`config.mk`:
```
export PLATFORM = sky130hd
export DESIGN_NAME = pe_dot_accum_tree
export DESIGN_NICKNAME = d
export VERILOG_FILES = /design/src/rtl/pe_types_pkg.sv /design/src/rtl/pe_dot_tree_level.sv /design/src/rtl/pe_dot_accum_tree.sv
export SDC_FILE = /design/constraint.sdc
export NUM_CORES = 1
export LEC_CHECK = 0
export BUFFER_PORTS_ARGS = -buffer_cell sky130_fd_sc_hd__buf_2
export CAP_MARGIN = 20
export CORE_MARGIN = 3
export CORE_UTILIZATION = 55
export DETAILED_ROUTE_END_ITERATION = 7
export PLACE_DENSITY = 0.74
export SYNTH_ARGS = -nofsm -noshare
export SYNTH_HDL_FRONTEND = slang
export SYNTH_HIERARCHICAL = 1
export SYNTH_SLANG_ARGS = --single-unit
```
`constraint.sdc`:
```
create_clock -name clock -period 3.5 [get_ports clock]
set_clock_uncertainty 0.05 [all_clocks]
set_input_delay 0.175 -clock clock [delete_from_list [all_inputs] [get_ports clock]]
set_output_delay 0.175 -clock clock [all_outputs]
set_load 0.1 [all_outputs]
```
`src/rtl/pe_types_pkg.sv`:
```
// ============================================================================
// Package  : pe_types
// Desc     : Shared PE types: dot-product accumulator states and the helper
//            that gives the reduction-tree pipeline depth.
// Revision : 1.0  initial release
// ============================================================================
`default_nettype none

package pe_types;

  typedef enum logic [0:0] {
    IDLE  = 1'b0,
    ACCUM = 1'b1
  } pe_dot_acc_state_e;

  // Number of register stages in the pairwise adder tree.
  function automatic int pe_dot_tree_lat(input int dot_size, input int reg_every);
    int levels;
    levels = $clog2(dot_size);
    return (levels + reg_every - 1) / reg_every;
  endfunction

endpackage

`default_nettype wire

```
`src/rtl/pe_dot_tree_level.sv`:
```
// ============================================================================
// Module   : pe_dot_tree_level
// Desc     : One level of signed pairwise adders with an optional output
//            register; the valid/first/last sideband follows the data.
// Revision : 1.0  initial release
// ============================================================================
`default_nettype none

module pe_dot_tree_level #(
  parameter int NUM        = 2,
  parameter int WIDTH      = 16,
  parameter bit REGISTERED = 1'b1
) (
  input  logic                           clock,
  input  logic                           reset,
  input  logic                           i_valid,
  input  logic                           i_first,
  input  logic                           i_last,
  input  logic [NUM*WIDTH-1:0]           i_data,
  output logic                           o_valid,
  output logic                           o_first,
  output logic                           o_last,
  output logic [(NUM/2)*(WIDTH+1)-1:0]   o_data
);

  localparam int c_PAIRS = NUM / 2;

  logic [c_PAIRS*(WIDTH+1)-1:0] w_sum;

  for (genvar p = 0; p < c_PAIRS; p++) begin : g_pair
    logic [WIDTH-1:0] w_a;
    logic [WIDTH-1:0] w_b;
    assign w_a = i_data[(2*p)*WIDTH +: WIDTH];
    assign w_b = i_data[(2*p+1)*WIDTH +: WIDTH];
    // One guard bit per level keeps the signed pair sum exact.
    assign w_sum[p*(WIDTH+1) +: WIDTH+1] = {w_a[WIDTH-1], w_a} + {w_b[WIDTH-1], w_b};
  end

  if (REGISTERED) begin : g_reg
    logic                         r_valid;
    logic                         r_first;
    logic                         r_last;
    logic [c_PAIRS*(WIDTH+1)-1:0] r_data;

    always_ff @(posedge clock) begin
      if (reset) begin
        r_valid <= 1'b0;
        r_first <= 1'b0;
        r_last  <= 1'b0;
      end else begin
        r_valid <= i_valid;
        r_first <= i_first;
        r_last  <= i_last;
      end
      r_data <= w_sum;
    end

    assign o_valid = r_valid;
    assign o_first = r_first;
    assign o_last  = r_last;
    assign o_data  = r_data;
  end else begin : g_comb
    logic w_unused;
    assign w_unused = &{1'b0, clock, reset};
    assign o_valid  = i_valid;
    assign o_first  = i_first;
    assign o_last   = i_last;
    assign o_data   = w_sum;
  end

endmodule

`default_nettype wire

```
`src/rtl/pe_dot_accum_tree.sv`:
```
// ============================================================================
// Module   : pe_dot_accum_tree
// Desc     : Signed dot-product adder tree feeding a framed multi-beat
//            accumulator. Optional saturation: define PE_DOT_ACC_SAT_EN.
// Revision : 1.0  initial release
// ============================================================================
`default_nettype none

module pe_dot_accum_tree
  import pe_types::*;
#(
  parameter int DOT_SIZE  = 8,
  parameter int IN_WIDTH  = 16,
  parameter int ACC_WIDTH = 32,
  parameter int REG_EVERY = 1
) (
  input  logic                        clock,
  input  logic                        reset,
  input  logic                        i_valid,
  input  logic                        i_first,
  input  logic                        i_last,
  input  logic signed [IN_WIDTH-1:0]  i_data [DOT_SIZE],
  output logic                        o_valid,
  output logic signed [ACC_WIDTH-1:0] o_result,
  output logic                        o_overflow
);

  localparam int c_LEVELS = $clog2(DOT_SIZE);
  localparam int c_SUM_W  = IN_WIDTH + c_LEVELS;

  logic [DOT_SIZE*IN_WIDTH-1:0] w_flat;

  for (genvar i = 0; i < DOT_SIZE; i++) begin : g_flat
    assign w_flat[i*IN_WIDTH +: IN_WIDTH] = i_data[i];
  end

  for (genvar l = 0; l < c_LEVELS; l++) begin : g_lvl
    localparam int c_NUM = DOT_SIZE >> l;
    localparam int c_W   = IN_WIDTH + l;
    // Register after every REG_EVERY-th level, and always after the last one.
    localparam bit c_REG = (((l + 1) % REG_EVERY) == 0) || (l == c_LEVELS - 1);

    logic [c_NUM*c_W-1:0]           w_in;
    logic                           w_iv;
    logic                           w_if;
    logic                           w_il;
    logic [(c_NUM/2)*(c_W+1)-1:0]   w_out;
    logic                           w_ov;
    logic                           w_of;
    logic                           w_ol;

    if (l == 0) begin : g_src
      assign w_in = w_flat;
      assign w_iv = i_valid;
      assign w_if = i_first;
      assign w_il = i_last;
    end else begin : g_src
      assign w_in = g_lvl[l-1].w_out;
      assign w_iv = g_lvl[l-1].w_ov;
      assign w_if = g_lvl[l-1].w_of;
      assign w_il = g_lvl[l-1].w_ol;
    end

    pe_dot_tree_level #(
      .NUM        (c_NUM),
      .WIDTH      (c_W),
      .REGISTERED (c_REG)
    ) u_level (
      .clock   (clock),
      .reset   (reset),
      .i_valid (w_iv),
      .i_first (w_if),
      .i_last  (w_il),
      .i_data  (w_in),
      .o_valid (w_ov),
      .o_first (w_of),
      .o_last  (w_ol),
      .o_data  (w_out)
    );
  end

  logic                        w_tv;
  logic                        w_tfirst;
  logic                        w_tlast;
  logic signed [c_SUM_W-1:0]   w_tsum;
  logic signed [ACC_WIDTH-1:0] w_sum_ext;
  logic signed [ACC_WIDTH-1:0] w_base;
  logic signed [ACC_WIDTH-1:0] w_acc_next;
  logic                        w_open;

  assign w_tv      = g_lvl[c_LEVELS-1].w_ov;
  assign w_tfirst  = g_lvl[c_LEVELS-1].w_of;
  assign w_tlast   = g_lvl[c_LEVELS-1].w_ol;
  assign w_tsum    = g_lvl[c_LEVELS-1].w_out;
  assign w_sum_ext = ACC_WIDTH'(w_tsum);

  pe_dot_acc_state_e r_state;
  pe_dot_acc_state_e w_state_next;
  logic signed [ACC_WIDTH-1:0] r_acc;
  logic signed [ACC_WIDTH-1:0] r_result;
  logic                        r_valid;

  // A beat opens a frame when idle or when first restarts a partial frame.
  assign w_open = (r_state == IDLE) || w_tfirst;
  assign w_base = w_open ? '0 : r_acc;

`ifdef PE_DOT_ACC_SAT_EN
  localparam logic signed [ACC_WIDTH-1:0] c_MAX = {1'b0, {(ACC_WIDTH-1){1'b1}}};
  localparam logic signed [ACC_WIDTH-1:0] c_MIN = {1'b1, {(ACC_WIDTH-1){1'b0}}};

  logic [ACC_WIDTH:0] w_wide;
  logic               w_clamp;
  logic               w_ovf_next;
  logic               r_ovf;
  logic               r_ovf_out;

  assign w_wide     = {w_base[ACC_WIDTH-1], w_base} + {w_sum_ext[ACC_WIDTH-1], w_sum_ext};
  assign w_clamp    = w_wide[ACC_WIDTH] ^ w_wide[ACC_WIDTH-1];
  assign w_acc_next = !w_clamp ? w_wide[ACC_WIDTH-1:0] : (w_wide[ACC_WIDTH] ? c_MIN : c_MAX);
  assign w_ovf_next = (w_open ? 1'b0 : r_ovf) | w_clamp;

  always_ff @(posedge clock) begin
    if (reset) begin
      r_ovf     <= 1'b0;
      r_ovf_out <= 1'b0;
    end else begin
      if (w_tv) begin
        r_ovf <= w_ovf_next;
      end
      if (w_tv && w_tlast) begin
        r_ovf_out <= w_ovf_next;
      end
    end
  end

  assign o_overflow = r_ovf_out;
`else
  assign w_acc_next = w_base + w_sum_ext;
  assign o_overflow = 1'b0;
`endif

  always_comb begin
    w_state_next = r_state;
    if (w_tv) begin
      w_state_next = w_tlast ? IDLE : ACCUM;
    end
  end

  always_ff @(posedge clock) begin
    if (reset) begin
      r_state  <= IDLE;
      r_acc    <= '0;
      r_result <= '0;
      r_valid  <= 1'b0;
    end else begin
      r_state <= w_state_next;
      r_valid <= w_tv && w_tlast;
      if (w_tv) begin
        r_acc <= w_acc_next;
      end
      if (w_tv && w_tlast) begin
        r_result <= w_acc_next;
      end
    end
  end

  assign o_valid  = r_valid;
  assign o_result = r_result;

endmodule

`default_nettype wire

```
==> results of run 1 <==
## worst max-delay path by stage
stage             from        end  slack [ns]  depth (start not counted)
2_1_floorplan  r_state  r_acc[26]        0.66                         12
3_3_place_gp   r_state  r_acc[26]        0.49                         12
3_5_place_dp   r_state  r_acc[20]        0.44                         11
4_1_cts        r_state  r_acc[20]        0.42                         11
5_1_grt        r_state  r_acc[26]        0.22                         12
6_report       r_state  r_acc[26]        0.41                         12
## cell type report
cell class              instances  share of cell area [%]
flip-flops and latches        198                    27.3
multi-input cells            1130                    57.7
repair buffers                192                    7.45
clock buffers                  22                    3.33
well taps                     280                    2.41
inverters                      47                    1.21
clock inverters                10                   0.663
## flip-flops by register name, indices dropped and copies added (netlist names)
register / cells
g_lvl.u_level/o_data: 123
o_valid: 1
g_lvl.u_level/o_first: 3
g_lvl.u_level/o_valid: 3
o_result: 32
r_acc: 32
r_state: 1
g_lvl.u_level/o_last: 3
## cells in the mapped netlist (5+ instances only)
cell type  count
nor3_1        25
nand2b_1      20
fa_1           8
buf_2          8
nor2b_1       18
a32o_1         6
nand3_1       34
o21ai_1       14
a211oi_1      18
nand2_1       87
nand4_1       22
and2_1        49
o211ai_1      12
clkbuf_1      26
dfxtp_1      198
o21bai_1      15
mux2i_1       16
or3_1         16
a311oi_1       5
o31ai_1        9
xor2_1        30
nor2_1        86
o21a_1        20
a21oi_2        8
o21ai_0       64
ha_1         147
a211o_1       11
a21o_1        51
a22o_1        13
and3_1        11
a31o_2         5
a21oi_1      117
a31oi_1       10
inv_1         46
xnor2_1       79
## power groups by stage
stage / logic [mW] / registers [mW] / clock network [mW]
3_5_place_dp: 4.49 / 3.12 / 0
3_3_place_gp: 4.41 / 3.12 / 0
5_1_grt: 5.15 / 3.11 / 2.04
4_1_cts: 4.56 / 3.07 / 1.94
2_1_floorplan: 3.59 / 3.02 / 0
6_report: 4.59 / 3.06 / 1.90
## cells by family after synthesis
logic type                 Yosys count
DFF                                198
buffers and inverters               88
AOI/OAI and AO/OA                  452
adders and majority gates          155
xor gates and xnor gates           109
muxes                               16
other                                1
and+or+nand+nor                    397
## through the flow
stage          hold slack, ns  total power [mW]  setup slack, ns  util [%]
6_report              0.00926              9.55            0.411      65.4
5_1_grt               0.00656              10.3            0.223      65.4
4_1_cts               0.00361              9.57            0.420      65.4
3_5_place_dp            0.342              7.61            0.440      62.0
3_3_place_gp            0.333              7.52            0.486      62.0
2_1_floorplan           0.197              6.60            0.663         -
## critical path: cells and delay by family (launching register included)
| family | cells | cell delay [ns] |
|---|---|---|
| AOI/OAI and AO/OA | 5 | 1.30 |
| and+or+nand+nor | 3 | 0.55 |
| adders and majority gates | 2 | 0.39 |
| DFF | 1 | 0.33 |
| buffers and inverters | 1 | 0.21 |
| muxes | 1 | 0.13 |
## metal layers
layer,up-vias,routed length (µm)
li1,5560,-
met1,5058,12800
met2,291,14300
met3,56,1270
met4,0,778
met5,-,0
==> summary by stage, run 1 <==
Floorplan
The floorplan die area is roughly 0.025 mm². The initial utilization of the core area, before any placement, comes to 57.1%. The number of top-level pins is 167. In this run the horizontal extent of the chip is 158 µm. The core region is 0.0222 mm². The initialized floorplan defines 54 standard-cell rows. From bottom edge to top edge, the die measures 158 µm.

Worst setup path
The worst register-to-register path begins at r_state. The category of the critical setup timing path is reg2reg. The peak fanout along the critical path is 32. STA classifies the critical path endpoint as a flop. Counting cells, the worst reg-to-reg path comes to 12. STA classifies the critical path startpoint as a flop.

The endpoint identified for the worst register-to-register timing path is r_acc[26]. The slowest stage of the critical path belongs to the cell a2111oi_4. For the worst setup path, the data required time is 3.77 ns.

On the worst path, the slowest cell contributes a delay of between 0.4 and 0.5 ns. For flop-to-flop paths, the worst setup slack is approximately 0.41 ns. For the worst setup path, the data arrival time is 3.36 ns. Walking the worst path, the cells encountered are nor2b_1 -> buf_12 -> and2_1 -> ha_1 -> fa_1 -> a21oi_1 -> o211ai_2 -> nand3_4 -> a2111oi_4 -> o21ai_2 -> mux2i_1 -> a311o_1.

Clock network
The number of clock buffers inserted by TritonCTS is 17. The CTS clock-pin slew for the worst setup and hold paths is 0.07 ns. The hold buffer count at CTS is 17. The post-CTS setup repair buffer count is 0. The clock passes through at most 2 buffers.

The number of sinks on the clock net is 198. Clock latency on the worst-skew pair, taken at its later pin, is 0.43 ns. The number of H-tree levels is 4. The CTS tree is done. In this run, post-CTS repair resized a total of 0 instances. The root buffer cell chosen for the clock tree is clkbuf_16.

Route
For this block, the initial DRC count from the detailed router was 635. The total wirelength of the detailed-routed design is approximately 29,000 µm. The count of TritonRoute iterations in the first routing pass is 5. The average routed wire per standard cell is 15.5 µm. For this run, design rule violations remaining after detail routing come to 0. The average vias per placed instance is 5.84. Across all layers, the routed design uses 11,000 vias. Once detail routing completed, the nets flagged for antenna violations numbered 0.

Pwr
The cell internal power dissipation is 5.82 mW. The worst IR drop on VDD is 0.330 mV. The fraction of power consumed by combinational cells is 48.0%.

The areal power density over the cells is around 660 mW/mm². The power share of the clock group is 19.9%. The switching component of the power is 3.73 mW.

In this run switching power makes up 39.1% of total power. In this run the static leakage power is around 6.5 nW. The proportion of power drawn by flip-flops and latches is between 30% and 40%.

Yosys
In the synthesized netlist the async set-or-reset flop fraction comes to 0%. Synthesis handed over a netlist of 1,416 instances. The cell area after synthesis is 0.0127 mm². The largest family of logic cells by synthesized area is compound AO/OA/AOI/OAI gates.

The fraction of post-synthesis cell area in the top cell type by area is about 31%. Of the synthesized area, sequential elements account for 31.2%. The largest total area in the synthesized netlist belongs to dfxtp_1.

The number of synthesized register bits is 198. The post-synthesis compound-gate area fraction is approximately a quarter. The synthesized design contains 0 enable-type register cells.

The parity-gate share of the synthesized area counting xor and xnor cells is ~7.5%. After synthesis, the cell types taking the most area are dfxtp_1 31%, ha_1 14%, xnor2_1 5.5%, a21oi_1 4.6%, a21o_1 3.0%. Counting every net in the synthesized netlist gives ~1,700.

Synthesis instantiated between 90 and 100 different standard cells from the library. The number of synthesis warnings is 6. The synthesized netlist devotes between 15 and 20% of its cell area to adder and majority cells. Among all flip-flop cells after synthesis, the most frequent one is dfxtp_1. Each instance of the synthesized netlist takes up on average 8.97 µm².

The synthesized netlist devotes 16.0% of its cell area to simple gates. The portion of synthesized area spent on multiplexers is 1.26%.

STA
After routing, the total negative slack on setup checks comes to 0 ns. The top achievable clock speed is 324 MHz. The clock period minus worst slack is ~3.1 ns. The count of final max-slew check failures came to 0. Setup repair after global routing left no endpoint under its margin. The portion of the clock cycle consumed by the worst path in the final layout is 88.2%. Setup violations remaining at the end of the flow were counted as 0. The number of failing hold endpoints at the final stage is 0. The transition time of the tightest slew-check pin is 0.734 ns.

Headroom to the max-slew limit came out at 51.1%.

Place
The placed instances occupy a cell area of approximately 0.014 mm². The placed cell count is 1,830. Summed over all nets, the half-perimeter wirelength after detailed placement is 22,600 µm. During placement, the flow inserted port buffers numbering approximately 170.

The weighted congestion reported at the end of routability-driven placement is just over 0.9.

Layout
The post-route netlist has 16.3% of its cells at a drive strength greater than 1. The count of non-filler cells in the finished layout is 1,879. The multi-input combinational cells in the finished layout cover a total of 0.00838 mm².

The number of nets at the end of the flow is about 1,900. In the layout the commonest cells are 198 x dfxtp_1, 165 x buf_2, 147 x ha_1. The area occupied by registers is 0.00396 mm². From synthesis to final layout, the design area changed by 14.5%. The number of antenna diodes is 0. The filler cell count is 1,887.

The final design instance area without fill is 0.0145 mm². The most common cell after layout, fill and taps aside is dfxtp_1.

Worst hold path
The startpoint of the tightest hold check path is i_data[113]. The worst min-delay path class is in2reg. The end of the worst hold path is g_lvl[0].u_level/o_data[1]. The worst hold path passes through 2 cells.

Flow run
The max-cap check violation count is 0.

Global routing
For this run the aggregate overflow at the end of global routing stands at 0. The maximum number of pins on one net before global-route repair is 48. The number of antenna violations at the first check in global routing was 0.

The first-pass GRT wire length is 48,900 µm. The number of global-route vias before repair is 10,700. For this run, global-route usage on met3 was measured as 3.01%.

Global routing used 23.6% of the available tracks across all layers. In this run the most used layer during global routing was met2. For met1 alone, demand over resource in global routing was 29.1%. Global routing consumed, on the met2 layer, 42.3% of the routing resources.

Outcome
The run finished with clean final reports.
Note: power is estimated with default switching activity, not from simulation.
==> run 2, diff against run 1 <==
Settings changed: CORE_ASPECT_RATIO set to 1.25.
==> summary by stage, run 2 (synthesis results as in run 1) <==
Route
After detailed routing, the number of remaining DRC violations is 0. The pre-antenna-repair detailed-routing pass consisted of 7 iterations. The total wirelength of the detailed-routed design is 30,200 µm. The routed via count is 10,900.

Using the TritonRoute via totals, the vias-per-cell ratio works out to 5.78. The detail route stage leaves a number of antenna-violating nets equal to 0. The number of DRC violations after detailed-routing iteration 0 is between 400 and 500.

The average routed wire per standard cell is between 15 and 20 µm.

Global routing
The number of global-route vias before repair is approximately 11,000. The first-pass GRT wire length is 49,300 µm. The maximum number of pins on one net before global-route repair is 48. The number of antenna violations at the first check in global routing is 0. The total grt overflow is 0. The total global-route track usage is 23.9%.

Layout
In the layout the commonest cells are 198 x dfxtp_1, 165 x buf_2, 147 x ha_1. The number of nets at the end of the flow is 1,875. The layout overhead on the synthesized area is 14.7%. The area of the multi-input gates is 0.00838 mm². 0 antenna diodes ended up in the layout.

The filler cells instantiated in the layout total slightly below 2,000. In the final layout, the share of cells above drive strength 1 is between 10% and 20%. The sequential cells in the finished layout cover a total of around 0.0040 mm². The register with the most flip-flops in the layout has 123 of them. The library cell used most frequently in the layout, excluding fill and tap cells, is dfxtp_1. After the flow finishes, the layout carries non-filler instances totaling 1,883.

STA
Setup repair after global routing left no endpoint under its margin. The number of failing hold endpoints at the final stage is 0. The relative slew slack is between 50% and 60%. For this run, the top clock speed supported by timing is 322 MHz. The final number of setup-violating endpoints is 0. The clock period minus worst slack is 3.11 ns. The portion of the clock cycle consumed by the worst path in the final layout is about nine tenths. In the final timing run, aggregate negative setup slack is 0 ns. The count of final max-slew check failures is 0.

The transition time of the tightest slew-check pin is 0.589 ns.

Floorplan
From bottom edge to top edge, the die measures 176 µm. The row count is 61. The floorplan die area is 0.0250 mm².

The die is 142 µm wide. The number of top-level pins is 167. The starting density of the core is 56.6%. The core region is 0.0224 mm².

Worst setup path
The peak fanout along the critical path is 18. The category of the critical setup timing path is reg2reg. The startpoint identified for the worst register-to-register timing path is r_state. The number of cells on the worst reg-to-reg path is 11. The category of the worst setup path launch point is a flop. The element type at the critical path end is a flop. In this run the critical register-to-register path is captured at r_acc[20]. The worst reg-to-reg setup slack is approximately 0.39 ns.

The data arrival time of the worst path is 3.38 ns. The critical path data required time is 3.77 ns.

Clock network
The root buffer cell is clkbuf_16. Gates resized during post-CTS repair numbered 0. In this run the number of H-tree levels came out at 4.

The number of sinks on the clock net is 198. The post-CTS setup repair buffer count is 0. TritonCTS created 17 clock buffers.

The later pin in the worst-skew pair is clocked with a latency of 0.44 ns. The longest clock path from root to sink contains 2 buffers. TritonCTS built the clock tree. The CTS clock-pin slew for the worst setup and hold paths is 0.08 ns.

Pwr
Summed over all nets, the switching power comes to 3.80 mW. In this run the static leakage power is between 6 and 7 nW. The proportion of power drawn by flip-flops and latches is 31.3%. Combinational cells account for 48.1% of the total power. Dividing total power by cell area gives a power density of 662 mW/mm². Net switching is 39.4% of the power.

The worst-case IR drop observed on VDD is around 0.38 mV. The power share of the clock group is 20.7%. The overall power after layout is 9.65 mW. Internal power comes to between 5 and 6 mW.

Place
The weighted congestion reported at the end of routability-driven placement is 0.947. Including well taps, the total number of placed cells is 1,834. The final HPWL from detailed placement is ~24,000 µm. The number of buffer cells added on primary ports is 165.

Flow run
The max-cap check violation count is 0.

Worst hold path
The worst min-delay path class is in2reg. The end of the worst hold path is g_lvl[0].u_level/o_data[1]. The worst hold path cell count is 2.

The worst hold path begins at i_data[113].

Outcome
The flow ran to the end, and the final reports show no timing, DRC or antenna violations.
==> run 2: final cells by class <==
| class | instances | share of cell area, % |
|---|---|---|
| inverters | 47 | 1.21 |
| well taps | 283 | 2.43 |
| repair buffers | 193 | 7.41 |
| multi-input cells | 1130 | 57.6 |
| flip-flops and latches | 198 | 27.2 |
| clock buffers | 17 | 2.92 |
| clock inverters | 15 | 1.25 |
==> run 2: stage by stage <==
stage	setup slack [ns]	hold WS (ns)	area [µm²]	util, %
2_1_floorplan	0.663	0.197	12700	-
3_3_place_gp	0.493	0.338	13800	61.4
3_5_place_dp	0.439	0.343	13800	61.4
4_1_cts	0.406	0.00101	14600	64.9
5_1_grt	0.148	0.0115	14600	64.9
6_report	0.391	0.00647	14600	64.9
==> run 2: worst max-delay path by stage <==
stage	startpoint	endpoint	cells after the start	slack [ns]
global route	r_state	r_acc[26]	12	0.15
floorplan	r_state	r_acc[26]	12	0.66
finish	r_state	r_acc[20]	11	0.39
detailed placement	r_state	r_acc[20]	12	0.44
CTS	r_state	r_acc[20]	12	0.41
global placement	r_state	r_acc[20]	12	0.49
==> run 2: critical path: stages, from the launching register on <==
cell and delay (ns):
dfxtp_1 0.33, nor2b_1 0.17, buf_4 0.24, and2_1 0.15, ha_1 0.31, a21oi_2 0.16, nor2_1 0.08, a2111oi_4 0.59
a21oi_2 0.16, o21ai_4 0.28, a2111oi_2 0.12, a311o_1 0.33
==> run 2: repair_timing <==
item / 4_1_cts / 5_1_grt
endpoints found under the hold margin: 11 / 0
hold buffers: 17 / 0
endpoints found under the setup margin: 0 / 0
==> run 2: layer usage <==
layer | up-vias | track usage [%] | part of all wire, %
li1 | 5557 | - | -
met1 | 5021 | 25.7 | 40
met2 | 240 | 47.1 | 54
met3 | 60 | 2.45 | 2.8
met4 | 0 | 9.16 | 3.1
met5 | - | 0 | 0
==> run 2: power groups by stage <==
stage	clock (mW)	sequential [mW]	combinational, mW
after floorplan	0	3.02	3.59
after global placement	0	3.07	4.48
after detailed placement	0	3.07	4.57
after CTS	2.03	3.03	4.62
after global routing	2.12	3.06	5.17
final	2.00	3.02	4.64
==> run 3, diff against run 2 <==
Settings changed: BUFFER_PORTS_ARGS -buffer_cell sky130_fd_sc_hd__buf_2 to -buffer_cell sky130_fd_sc_hd__buf_4.
==> summary by stage, run 3 (synthesis results as in run 1) <==
Layout
The fraction of the core area covered by cells at the end of the flow is about two thirds. The most common cell after layout, fill and taps aside is dfxtp_1. The post-route netlist has about 16% of its cells at a drive strength greater than 1.

The number of nets at the end of the flow is roughly 1,900. In the layout the commonest cells are 198 x dfxtp_1, 172 x buf_4, 147 x ha_1. The number of antenna diodes is 0. The finished layout holds about 1,900 standard cells, fillers aside. The area growth from synthesis to layout is 18.0%. The filler cell count is 1,904. The flip-flop count of the largest register after layout is 123.

Route
After detailed routing, the average wire length per cell comes to between 15 and 20 µm. Once detail routing completed, the nets flagged for antenna violations numbered 0. The detailed router finished its first iteration with 488 violations.

After detailed routing, the number of remaining DRC violations is 0. The total wirelength of the detailed-routed design is 30,600 µm. The count of TritonRoute iterations in the first routing pass is 5.

The routed layout has 11,000 vias. The average vias per placed instance is 5.82.

Floorplan
The number of top-level pins is ~170. The horizontal die dimension is 142 µm. The starting density of the core is approximately 57%. The height of the die is 176 µm. The standard cell core area is 0.0224 mm². Row generation in the floorplan step produced 61 rows. The die covers 0.0250 mm².

Global routing
The number of global-route vias before repair is 10,800. The number of antenna violations at the first check in global routing is 0. Entering global routing, the biggest net connects 49 pins. Summed over all layers, the global routing overflow is 0. The total global-route track usage is 24.4%. The first-pass GRT wire length is approximately 50,000 µm.

Pwr
The analysis attributes to net switching a power of 3.84 mW. In this run switching power makes up 39.7% of total power. Across the VDD grid, the largest voltage drop is 0.361 mV. Combinational logic is responsible for 48.5% of the overall power. For this design the static power due to leakage is 6.64 nW. The power share of the clock group is 20.3%. Power spread over the standard cell area amounts to about 650 mW/mm². The proportion of power drawn by flip-flops and latches is 31.2%.

Internal power comes to just under 6 mW.

Place
At the end of routability-driven placement, the weighted congestion stood at 0.967. Including well taps, the total number of placed cells is 1,831. The final HPWL from detailed placement is around 24,000 µm. The count of buffers added on input and output ports is 165. The post-placement worst setup slack is between 0.4 and 0.5 ns.

Worst setup path
The element type at the critical path end is a flop. The critical path is of the reg2reg type. The category of the worst setup path launch point is a flop. Along the worst path, the maximum fanout reaches 32. The critical path data required time is 3.77 ns.

For the worst setup path, the data arrival time is 3.39 ns.

STA
Setup violations remaining at the end of the flow were counted as 0. The number of failing hold endpoints at the final stage is 0. The relative slew slack is 39.9%. Setup repair after global routing left no endpoint under its margin. Setup slack closes at 0.385 ns. The portion of the clock cycle consumed by the worst path in the final layout is 89.0%. For the pin with the worst max-slew slack, the measured transition is about 0.9 ns.

The count of final max-slew check failures is 0. Setup total negative slack on the finished layout was measured at 0 ns. The clock period minus worst slack is 3.11 ns. The final hold slack is 0.0510 ns. The top achievable clock speed is approximately 320 MHz.

Clock network
The number of clock buffers inserted by TritonCTS is 17. After clock tree synthesis, the setup repair step added 0 buffers. After clock tree synthesis, the clock-pin slew on the worst setup and hold paths is 0.08 ns. TritonCTS built the clock tree.

The root buffer cell chosen for the clock tree is clkbuf_16. Counting along the longest clock path gives a buffer depth of 2. Post-CTS repair changed the size of 0 cells. The later-pin clock latency in the skew report is approximately 0.44 ns. The number of sinks on the clock net is 198. The number of H-tree levels is 4.

Worst hold path
The worst hold path belongs to the class in2reg.

Outcome
The run finished with clean final reports.

Flow run
The max-cap check violation count is 0.
[run 3: metal layers]
metal  part of all wire (%)  GRT usage (%)  vias to the layer above
li1                       -              -                     5572
met1                     40           26.2                     5060
met2                     53           47.3                      255
met3                    3.4           3.13                       67
met4                    3.4           9.56                        0
met5                      0              0                        -
[run 3: through the flow]
stage          power, mW  cell area (µm²)
4_1_cts             9.69            15000
2_1_floorplan       6.60            12700
6_report            9.67            15000
3_3_place_gp        7.58            14200
5_1_grt             10.4            15000
3_5_place_dp        7.67            14200
[run 3: final cells by class]
class	instances	area [µm²]	share of cell area (%)
Clock buffer	17	425	2.84
Tap cell	283	354	2.36
Sequential cell	198	3960	26.5
Inverter	47	176	1.18
Multi-Input combinational cell	1130	8380	55.9
Clock inverter	15	179	1.19
Timing Repair Buffer	192	1500	10.0
[run 3: worst paths after layout]
path | from | end | slack, ns | cells past startpoint
setup reg to reg | r_state | r_acc[20] | 0.39 | 11
hold / removal | i_data[111] | g_lvl[0].u_level/o_data[15] | 0.05 | 3
setup / recovery | r_state | r_acc[20] | 0.39 | 11
hold reg to reg | g_lvl[0].u_level/o_valid | g_lvl[1].u_level/o_valid | 0.39 | 1
[run 3: power by group through the flow]
| stage | logic [mW] | registers [mW] | clock network [mW] |
|---|---|---|---|
| after floorplan | 3.59 | 3.02 | 0 |
| after global placement | 4.52 | 3.07 | 0 |
| after detailed placement | 4.60 | 3.07 | 0 |
| after CTS | 4.66 | 3.02 | 2.00 |
| after global routing | 5.23 | 3.06 | 2.09 |
| final | 4.70 | 3.01 | 1.96 |
[run 3: repair_timing]
action,in CTS,in global routing
setup endpoints to repair,0,0
hold endpoints to repair,10,1
hold buffers,17,2
[run 3: worst max-delay path: stages, from the launching register on]
cell	delay, ns
dfxtp_1	0.33
nor2b_1	0.22
buf_12	0.21
and2_1	0.15
ha_1	0.32
nand3_2	0.19
a21oi_2	0.06
a2111oi_4	0.52
a21oi_2	0.16
o21ai_4	0.29
a2111oi_2	0.11
a311o_1	0.35
